==> src/rtl/char_input_buffer.sv <==
// Character queue between the Apple-1 PIA port B and video_terminal: synchronizes
// the asynchronous rd/da pins, buffers characters in a FIFO and replays them with a timeout.
module char_input_buffer #(
    parameter int DEPTH       = 16,
    parameter int SYNC_STAGES = 2,
    parameter int ACK_TIMEOUT = 1024
) (
    input  logic                    clk,
    input  logic                    rst_n,
    input  logic [7:1]              ext_rd,
    input  logic                    ext_da,
    output logic                    ext_rda,
    input  logic                    clr,
    output logic [7:1]              term_rd,
    output logic                    term_da,
    input  logic                    term_rda_n,
    output logic [$clog2(DEPTH):0]  level,
    output logic                    overflow,
    output logic                    timeout
);

    localparam int PW = $clog2(DEPTH);
    localparam int LW = PW + 1;
    localparam int TW = $clog2(ACK_TIMEOUT);
    localparam logic [LW-1:0] LEVEL_FULL = LW'(DEPTH);
    localparam logic [TW-1:0] TIMER_LAST = TW'(ACK_TIMEOUT - 1);

    typedef enum logic [1:0] {
        IDLE    = 2'd0,
        PRESENT = 2'd1,
        RELEASE = 2'd2
    } state_t;

    // ------------------------------------------------------------------
    // Input synchronizer and rising-edge detector
    // ------------------------------------------------------------------
    logic [SYNC_STAGES-1:0] da_sync;
    logic [SYNC_STAGES-1:0] sync_primed;
    logic [7:1]             rd_sync [SYNC_STAGES];
    logic                   da_prev;
    logic                   da_synced;
    logic [7:1]             rd_synced;
    logic                   capture;

    assign da_synced = da_sync[SYNC_STAGES-1];
    assign rd_synced = rd_sync[SYNC_STAGES-1];

    // da_prev stays at 1 until the synchronizer holds real samples, so the
    // 0 -> 1 transition of a pin already high at reset release is ignored.
    always_ff @(posedge clk or negedge rst_n) begin
        if (!rst_n) begin
            da_sync     <= '0;
            sync_primed <= '0;
            da_prev     <= 1'b1;
            for (int i = 0; i < SYNC_STAGES; i++) begin
                rd_sync[i] <= '0;
            end
        end else begin
            da_sync     <= {da_sync[SYNC_STAGES-2:0], ext_da};
            sync_primed <= {sync_primed[SYNC_STAGES-2:0], 1'b1};
            rd_sync[0]  <= ext_rd;
            for (int i = 1; i < SYNC_STAGES; i++) begin
                rd_sync[i] <= rd_sync[i-1];
            end
            if (sync_primed[SYNC_STAGES-1]) begin
                da_prev <= da_synced;
            end
        end
    end

    assign capture = da_synced & ~da_prev;

    // ------------------------------------------------------------------
    // FIFO storage and occupancy
    // ------------------------------------------------------------------
    logic [7:1]    mem [DEPTH];
    logic [PW-1:0] wptr_q;
    logic [PW-1:0] rptr_q;
    logic [LW-1:0] level_q;
    logic [LW-1:0] level_d;
    logic          full;
    logic          empty;
    logic          push;
    logic          pop;
    logic          drop;

    assign full  = (level_q == LEVEL_FULL);
    assign empty = (level_q == '0);

    // A pop on the same edge frees the slot, so a full FIFO still accepts.
    assign push = capture & ~clr & (~full | pop);
    assign drop = capture & ~clr & ~push;

    always_comb begin
        level_d = level_q;
        if (clr) begin
            level_d = '0;
        end else begin
            case ({push, pop})
                2'b10:   level_d = level_q + LW'(1);
                2'b01:   level_d = level_q - LW'(1);
                default: level_d = level_q;
            endcase
        end
    end

    always_ff @(posedge clk) begin
        if (push) begin
            mem[wptr_q] <= rd_synced;
        end
    end

    // ------------------------------------------------------------------
    // Terminal handshake: in IDLE a character is taken while term_rda_n is
    // low; term_da then stays high until term_rda_n goes high (accepted) or
    // the timer expires, followed by one forced low cycle in RELEASE.
    // ------------------------------------------------------------------
    state_t        state_q;
    state_t        state_d;
    logic [TW-1:0] timer_q;
    logic [TW-1:0] timer_d;
    logic          timeout_set;

    always_comb begin
        state_d     = state_q;
        timer_d     = timer_q;
        pop         = 1'b0;
        timeout_set = 1'b0;
        case (state_q)
            IDLE: begin
                if (!empty && !term_rda_n) begin
                    pop     = 1'b1;
                    timer_d = '0;
                    state_d = PRESENT;
                end
            end
            PRESENT: begin
                if (term_rda_n) begin
                    state_d = RELEASE;
                end else if (timer_q == TIMER_LAST) begin
                    timeout_set = 1'b1;
                    state_d     = RELEASE;
                end else begin
                    timer_d = timer_q + TW'(1);
                end
            end
            RELEASE: begin
                state_d = IDLE;
            end
            default: begin
                state_d = IDLE;
            end
        endcase
        if (clr) begin
            state_d     = IDLE;
            pop         = 1'b0;
            timeout_set = 1'b0;
        end
    end

    // ------------------------------------------------------------------
    // Registered state and outputs
    // ------------------------------------------------------------------
    logic       ext_rda_q;
    logic [7:1] term_rd_q;
    logic       term_da_q;
    logic       overflow_q;
    logic       timeout_q;

    always_ff @(posedge clk or negedge rst_n) begin
        if (!rst_n) begin
            wptr_q     <= '0;
            rptr_q     <= '0;
            level_q    <= '0;
            ext_rda_q  <= 1'b0;
            state_q    <= IDLE;
            timer_q    <= '0;
            term_rd_q  <= '0;
            term_da_q  <= 1'b0;
            overflow_q <= 1'b0;
            timeout_q  <= 1'b0;
        end else begin
            if (clr) begin
                wptr_q <= '0;
                rptr_q <= '0;
            end else begin
                if (push) begin
                    wptr_q <= wptr_q + PW'(1);
                end
                if (pop) begin
                    rptr_q <= rptr_q + PW'(1);
                end
            end
            level_q   <= level_d;
            ext_rda_q <= (level_d < LEVEL_FULL);
            state_q   <= state_d;
            timer_q   <= timer_d;
            term_da_q <= (state_d == PRESENT);
            if (pop) begin
                term_rd_q <= mem[rptr_q];
            end
            if (clr) begin
                overflow_q <= 1'b0;
                timeout_q  <= 1'b0;
            end else begin
                if (drop) begin
                    overflow_q <= 1'b1;
                end
                if (timeout_set) begin
                    timeout_q <= 1'b1;
                end
            end
        end
    end

    assign ext_rda  = ext_rda_q;
    assign term_rd  = term_rd_q;
    assign term_da  = term_da_q;
    assign level    = level_q;
    assign overflow = overflow_q;
    assign timeout  = timeout_q;

endmodule
==> config.mk <==
export PLATFORM = sky130hd
export DESIGN_NAME = char_input_buffer
export DESIGN_NICKNAME = d
export VERILOG_FILES = /design/src/rtl/char_input_buffer.sv
export SDC_FILE = /design/constraint.sdc
export NUM_CORES = 1
export LEC_CHECK = 0
export ABC_AREA = 1
export CORE_MARGIN = 5
export CORE_UTILIZATION = 30
export DETAILED_ROUTE_END_ITERATION = 10
export PLACE_DENSITY = 0.56
export SYNTH_ARGS = -nofsm -noshare
export SYNTH_HDL_FRONTEND = slang
export SYNTH_SLANG_ARGS = --single-unit
==> constraint.sdc <==
create_clock -name clk -period 2.7 [get_ports clk]
set_input_delay 0.27 -clock clk [delete_from_list [all_inputs] [get_ports clk]]
set_output_delay 0.27 -clock clk [all_outputs]
set_load 0.02 [all_outputs]
### Word-level counts from Yosys, hierarchy flattened

Memories as Yosys holds them, arrays and structs flattened. A register that Yosys moved wholly into a read port is not among the register bits.
Cells that the tools add are included.
Widths: inputs -> output; s select.

* add/sub/neg operators: 5
* magnitude comparators: 1
* equality and inequality tests: 9
* mux-type cells: 28
* bitwise logic cells: 9
* reduce and logical (&&, ||, !) cells: 12

Operator list (count)
* $mux 10: 3
* $pmux 10 s2: 1
* $mux 4: 4
* $mux 1: 13
* $add 10x1->10 const B: 1
* $eq 10x10->1 const B: 1
* $pmux 5 s2: 1
* $reduce_bool 2->1: 5
* $add 4x1->4 const B: 2
* $mux 2: 4
* $eq 2x1->1 const B: 3
* $ne 2x2->1 const B: 3
* $add 5x1->5 const B: 1
* $eq 5x5->1 const B: 1
* $logic_not 5->1: 1
* $lt 5x5->1 const B: 1
* $mux 5: 1
* $sub 5x1->5 const B: 1
* $and 1x1->1: 4
* $not 1->1: 4
* $pmux 2 s2: 1
* $reduce_and 4->1: 1
* $logic_not 1->1: 3
* $eq 2x2->1 const B: 1
* 3 further kinds: 3

* register bits after elaboration: 48
* RAM bits: 112
* input port bits: 12
* logic and storage cells: 79
* memories kept: 1

Memories
* mem: words 16, bits a word 7, rd ports 1, clocked after memory_dff 1, write ports 1, RTL line 76 `logic [7:1] mem [DEPTH];`

### Longest topological paths before layout

* depth in word-level cells: 12
* gate-level depth with buffers: 14
* depth with buffers taken out: 14

### Worst setup path after synthesis

No wires, ideal clock.

* path type: reg-to-reg
* from: register level_q[1] (netlist: level[1])
* to: register level_q[4] (netlist: level[4])
* setup time: 120 ps
* arrival: 1910 ps
* path slack: 671 ps
* cell stages (with the launch flop): 14
* path buffers: 0
* period minus slack after synthesis: 2029 ps
* cell sequence: dfrtp_1 > nor2_1 > nand3_2 > nand4_1 > inv_1 > ha_1 > nand2_1 > nand2_1 > a21oi_1 > inv_1 > nand2_1 > nand3_1 > nand2_1 > nor2_1

* longest elaborated chain between the ends: 11
* elaborated cells between the ends (all ways): 16

Ends and longest elaborated chain
* start, declared: RTL line 79 `logic [LW-1:0] level_q;`
* start signal, assigned: RTL line 194 `level_q <= level_d;`
* $logic_not 5->1: RTL line 88 `assign empty = (level_q == '0);`
* $logic_not 1->1: RTL line 131 `if (!empty && !term_rda_n) begin`
* $logic_and 1x1->1: RTL line 131
* $mux 1: RTL line 131
* $mux 1: RTL line 129 `case (state_q)`
* $mux 1: RTL line 154 `if (clr) begin`
* $or 1x1->1: RTL line 91 `assign push = capture & ~clr & (~full | pop);`
* $and 1x1->1: RTL line 91
* $eq 2x1->1 / $eq 2x2->1 (equally long branches): RTL line 99 `case ({push, pop})`
* $pmux 5 s2 *: RTL line 99
* $mux 5 *: RTL line 96 `if (clr) begin`
* named net level_d[4]: RTL line 80 `logic [LW-1:0] level_d;`

The timed path passes the listed nets; every way through them passes the cells marked *.
A chain may end at the register's enable or synchronous reset.

### Final worst setup path

* from: register level_q[0] (netlist: level[0])
* to: register level_q[4] (netlist: level[4])

Same word-level chain as after synthesis.

==> impl_metrics.env <==
export IMPL_setup_viol=0
export IMPL_syn_area_per_cell_um2=11.0
export IMPL_grt_pass1_vias=4549
export IMPL_fmax_mhz=448
export IMPL_cts_root_buf="clkbuf_16"
export IMPL_synth_top_family_by_area="simple AND/OR/NAND/NOR gates"
export IMPL_syn2layout_area_growth_pct=19.2
export IMPL_final_util=0.365
export IMPL_cts_sinks=167
export IMPL_synth_top_area_frac=0.482
export IMPL_dieWidth_um=162
export IMPL_synth_cells=633
export IMPL_grt_first_pass_wirelength_um=24800
export IMPL_fin_ws_ps=467
export IMPL_ys_seq_area_frac=0.680
export IMPL_fin_nets=704
export IMPL_port_buffer_count=27
export IMPL_post_cts_resized=0
export IMPL_htree_levels=4
export IMPL_die_h_um=162
export IMPL_hold_path_class="input pin to async pin"
export IMPL_antenna_found_initial=0
export IMPL_end_kind="flop"
export IMPL_yosys_warnings=0
export IMPL_vias_per_cell=4.50
export IMPL_grt_use_total=0.122
export IMPL_final_cells=1008
export IMPL_crit_slowest_cell="dfrtp_1"
export IMPL_start_kind="flop"
export IMPL_clock_latency_ps=420
export IMPL_synth_area_leaders="edfxtp_1, dfrtp_1, nor2_1"
export IMPL_post_place_ws_ps=231
export IMPL_p_sw_mw=2.29
export IMPL_muxShareOfSynthArea=0
export IMPL_p_sw_frac=0.323
export IMPL_gp_congestion=0.808
export IMPL_combPwrFrac=0.234
export IMPL_grt_setup_unrepaired="false"
export IMPL_powerDensity_nw_per_um2=855
export IMPL_syn_area_um2=6970
export IMPL_ys_types=35
export IMPL_min_period_over_period=0.827
export IMPL_drc=0
export IMPL_drtIter0Drc=351
export IMPL_async_reset_ff_frac=0.329
export IMPL_max_slew_margin_rel=0.531
export IMPL_dp_hpwl_um=10100
export IMPL_tightest_slew_ps=703
export IMPL_hold_viol_final=0
export IMPL_yosysMostFrequentCell="nor2_1"
export IMPL_status="finished clean"
export IMPL_synth_xor_area_frac=0.00879
export IMPL_grt_max_degree=35
export IMPL_ios=28
export IMPL_fin_tns_setup_ps=0
export IMPL_cp_data_arrival_time_ps=2550
export IMPL_irDropWorstVdd_mv=0.482
export IMPL_cpMostUsedCell="nand2_1"
export IMPL_synth_seq_cells=167
export IMPL_clk_pin_slew_ps=70
export IMPL_routedWlPerCell_um=15.4
export IMPL_postRouteAntennaNets=0
export IMPL_dieArea_um2=26400
export IMPL_r2r_cells=13
export IMPL_insertedDiodeCount=0
export IMPL_vias=4534
export IMPL_yosys_area_share_simple=0.182
export IMPL_wl_um=15500
export IMPL_r2r_setup_slack_ps=470
export IMPL_hold_worst_slack_ps=268
export IMPL_coreArea_um2=22800
export IMPL_synth_compound_area_share=0.0725
export IMPL_min_period_ps=2230
export IMPL_required_ps=3020
export IMPL_dpl_cell_count=975
export IMPL_p_seq_frac=0.427
export IMPL_r2r_start="level[0]"
export IMPL_r2r_end="level[4]"
export IMPL_p_int_mw=4.81
export IMPL_synth_fa_ha_area_frac=0.0190
export IMPL_synth_nets=655
export IMPL_p_leak_nw=3.20
export IMPL_cap_viol_max_count=0
export IMPL_synth_top_area_cell="edfxtp_1"
export IMPL_std_cell_rows=55
export IMPL_cts_tree="built"
export IMPL_grt_overflow_total=0
export IMPL_cp_cell_sequence="nor2_1 -> nand3_2 -> nand4_1 -> inv_1 -> ha_1 -> nand2_1 -> nand2_1 -> a21oi_1 -> inv_1 -> nand2_1 -> nand3_1 -> nand2_1 -> nor2_1"
export IMPL_critPathKind="flop to flop"
export IMPL_cp_max_fo=7
export IMPL_drive_above_1_share=0.118
export IMPL_start_util=0.306
export IMPL_cts_buffers=17
export IMPL_finClkSkew_ps=10.4
export IMPL_synth_edf_count=112
export IMPL_synthTopCellsByCount="nor2_1, edfxtp_1, nand2_1"
export IMPL_dr_pass1_iters=4
export IMPL_slew_viol_final=0
export IMPL_max_stage_delay_ps=480
export IMPL_synth_main_ff_cell="edfxtp_1"
export IMPL_p_clk_frac=0.339
export IMPL_cts_buffer_depth=2
-- sequential cells by signal, indices dropped and copies added (netlist names), 2 cells and up --
register / count
mem: 112
da_sync: 2
sync_primed: 2
level: 5
wptr_q: 4
timer_q: 10
term_rd: 7
rptr_q: 4
rd_synced: 7
state_q: 2
rd_sync: 7
-- logic make-up (layout without fill, tap and decap cells) --
| family | after synthesis | in the layout |
|---|---|---|
| other | 1 | 1 |
| and+or+nand+nor | 295 | 295 |
| AOI/OAI and AO/OA | 93 | 93 |
| buffers and inverters | 60 | 122 |
| adders and majority gates | 10 | 10 |
| xor gates and xnor gates | 7 | 7 |
| DFF | 167 | 167 |
-- layout by cell type (no fill, tap or decap), types with 2 or more instances in the layout --
master | synthesis | routed
dfrtp_1 | 54 | 53
clkinv_4 | 0 | 2
inv_6 | 0 | 5
ha_1 | 9 | 9
inv_4 | 1 | 3
buf_4 | 4 | 27
o211ai_1 | 14 | 14
nand2_2 | 5 | 5
a21oi_1 | 8 | 8
xnor2_1 | 2 | 2
clkbuf_16 | 0 | 20
o21ai_1 | 22 | 22
nand3_1 | 53 | 53
o21ai_0 | 47 | 47
edfxtp_1 | 112 | 112
nand4_1 | 4 | 4
nor2_1 | 129 | 129
inv_2 | 6 | 6
xor2_1 | 5 | 5
nor2_2 | 2 | 2
nand3_2 | 3 | 3
clkdlybuf4s50_1 | 0 | 26
nor3_1 | 6 | 6
inv_1 | 27 | 27
nand2_1 | 88 | 88
-- power by group through the flow --
stage	clock network, mW	registers (mW)	logic [mW]
5_1_grt	2.59	3.06	1.86
4_1_cts	2.46	3.04	1.68
3_3_place_gp	0	3.09	1.66
3_5_place_dp	0	3.09	1.68
2_1_floorplan	0	3.14	1.05
6_report	2.41	3.04	1.66
-- worst max path at each step --
| stage | end | cells after the start | startpoint |
|---|---|---|---|
| 2_1_floorplan | level[4] | 13 | level[1] |
| 6_report | level[4] | 13 | level[0] |
| 5_1_grt | level[4] | 13 | level[0] |
| 3_5_place_dp | level[4] | 15 | term_rda_n |
| 4_1_cts | level[4] | 13 | level[0] |
| 3_3_place_gp | level[4] | 15 | term_rda_n |
-- timing repair --
item                                   4_1_cts  5_1_grt
setup buffers                                0        0
endpoints found under the hold margin       12        0
hold buffers                                 1        0
-- routing by layer --
layer	GRT usage	vias to the layer above	wire length, µm
li1	-	2263	-
met1	0.163	2165	7100
met2	0.200	92	7460
met3	0.0238	14	726
met4	0.0392	0	212
met5	0	-	0
-- layout make-up --
class | count | area [µm²]
Clock buffer | 20 | 500
Fill cell | 2215 | 14500
Multi-Input combinational cell | 406 | 1970
Timing Repair Buffer | 55 | 478
Inverter | 35 | 134
Clock inverter | 12 | 97.6
Sequential cell | 167 | 4740
Tap cell | 313 | 392
-- through the flow --
step,instance area [µm²],power (mW)
after global routing,8320,7.51
after global placement,7710,4.75
after CTS,8320,7.18
after floorplan,6970,4.19
final,8320,7.11
after detailed placement,7710,4.76
-- worst max-delay path: cells and delay by family (launching register included) --
kind	cells	cell delay (ps)
flip-flops	1	480
AO/OA/AOI/OAI	1	150
AND/OR/NAND/NOR	9	1020
adder cells (fa/ha/maj)	1	300
buffers and inverters	2	180
No activity file was read; power rests on OpenSTA's default activity.
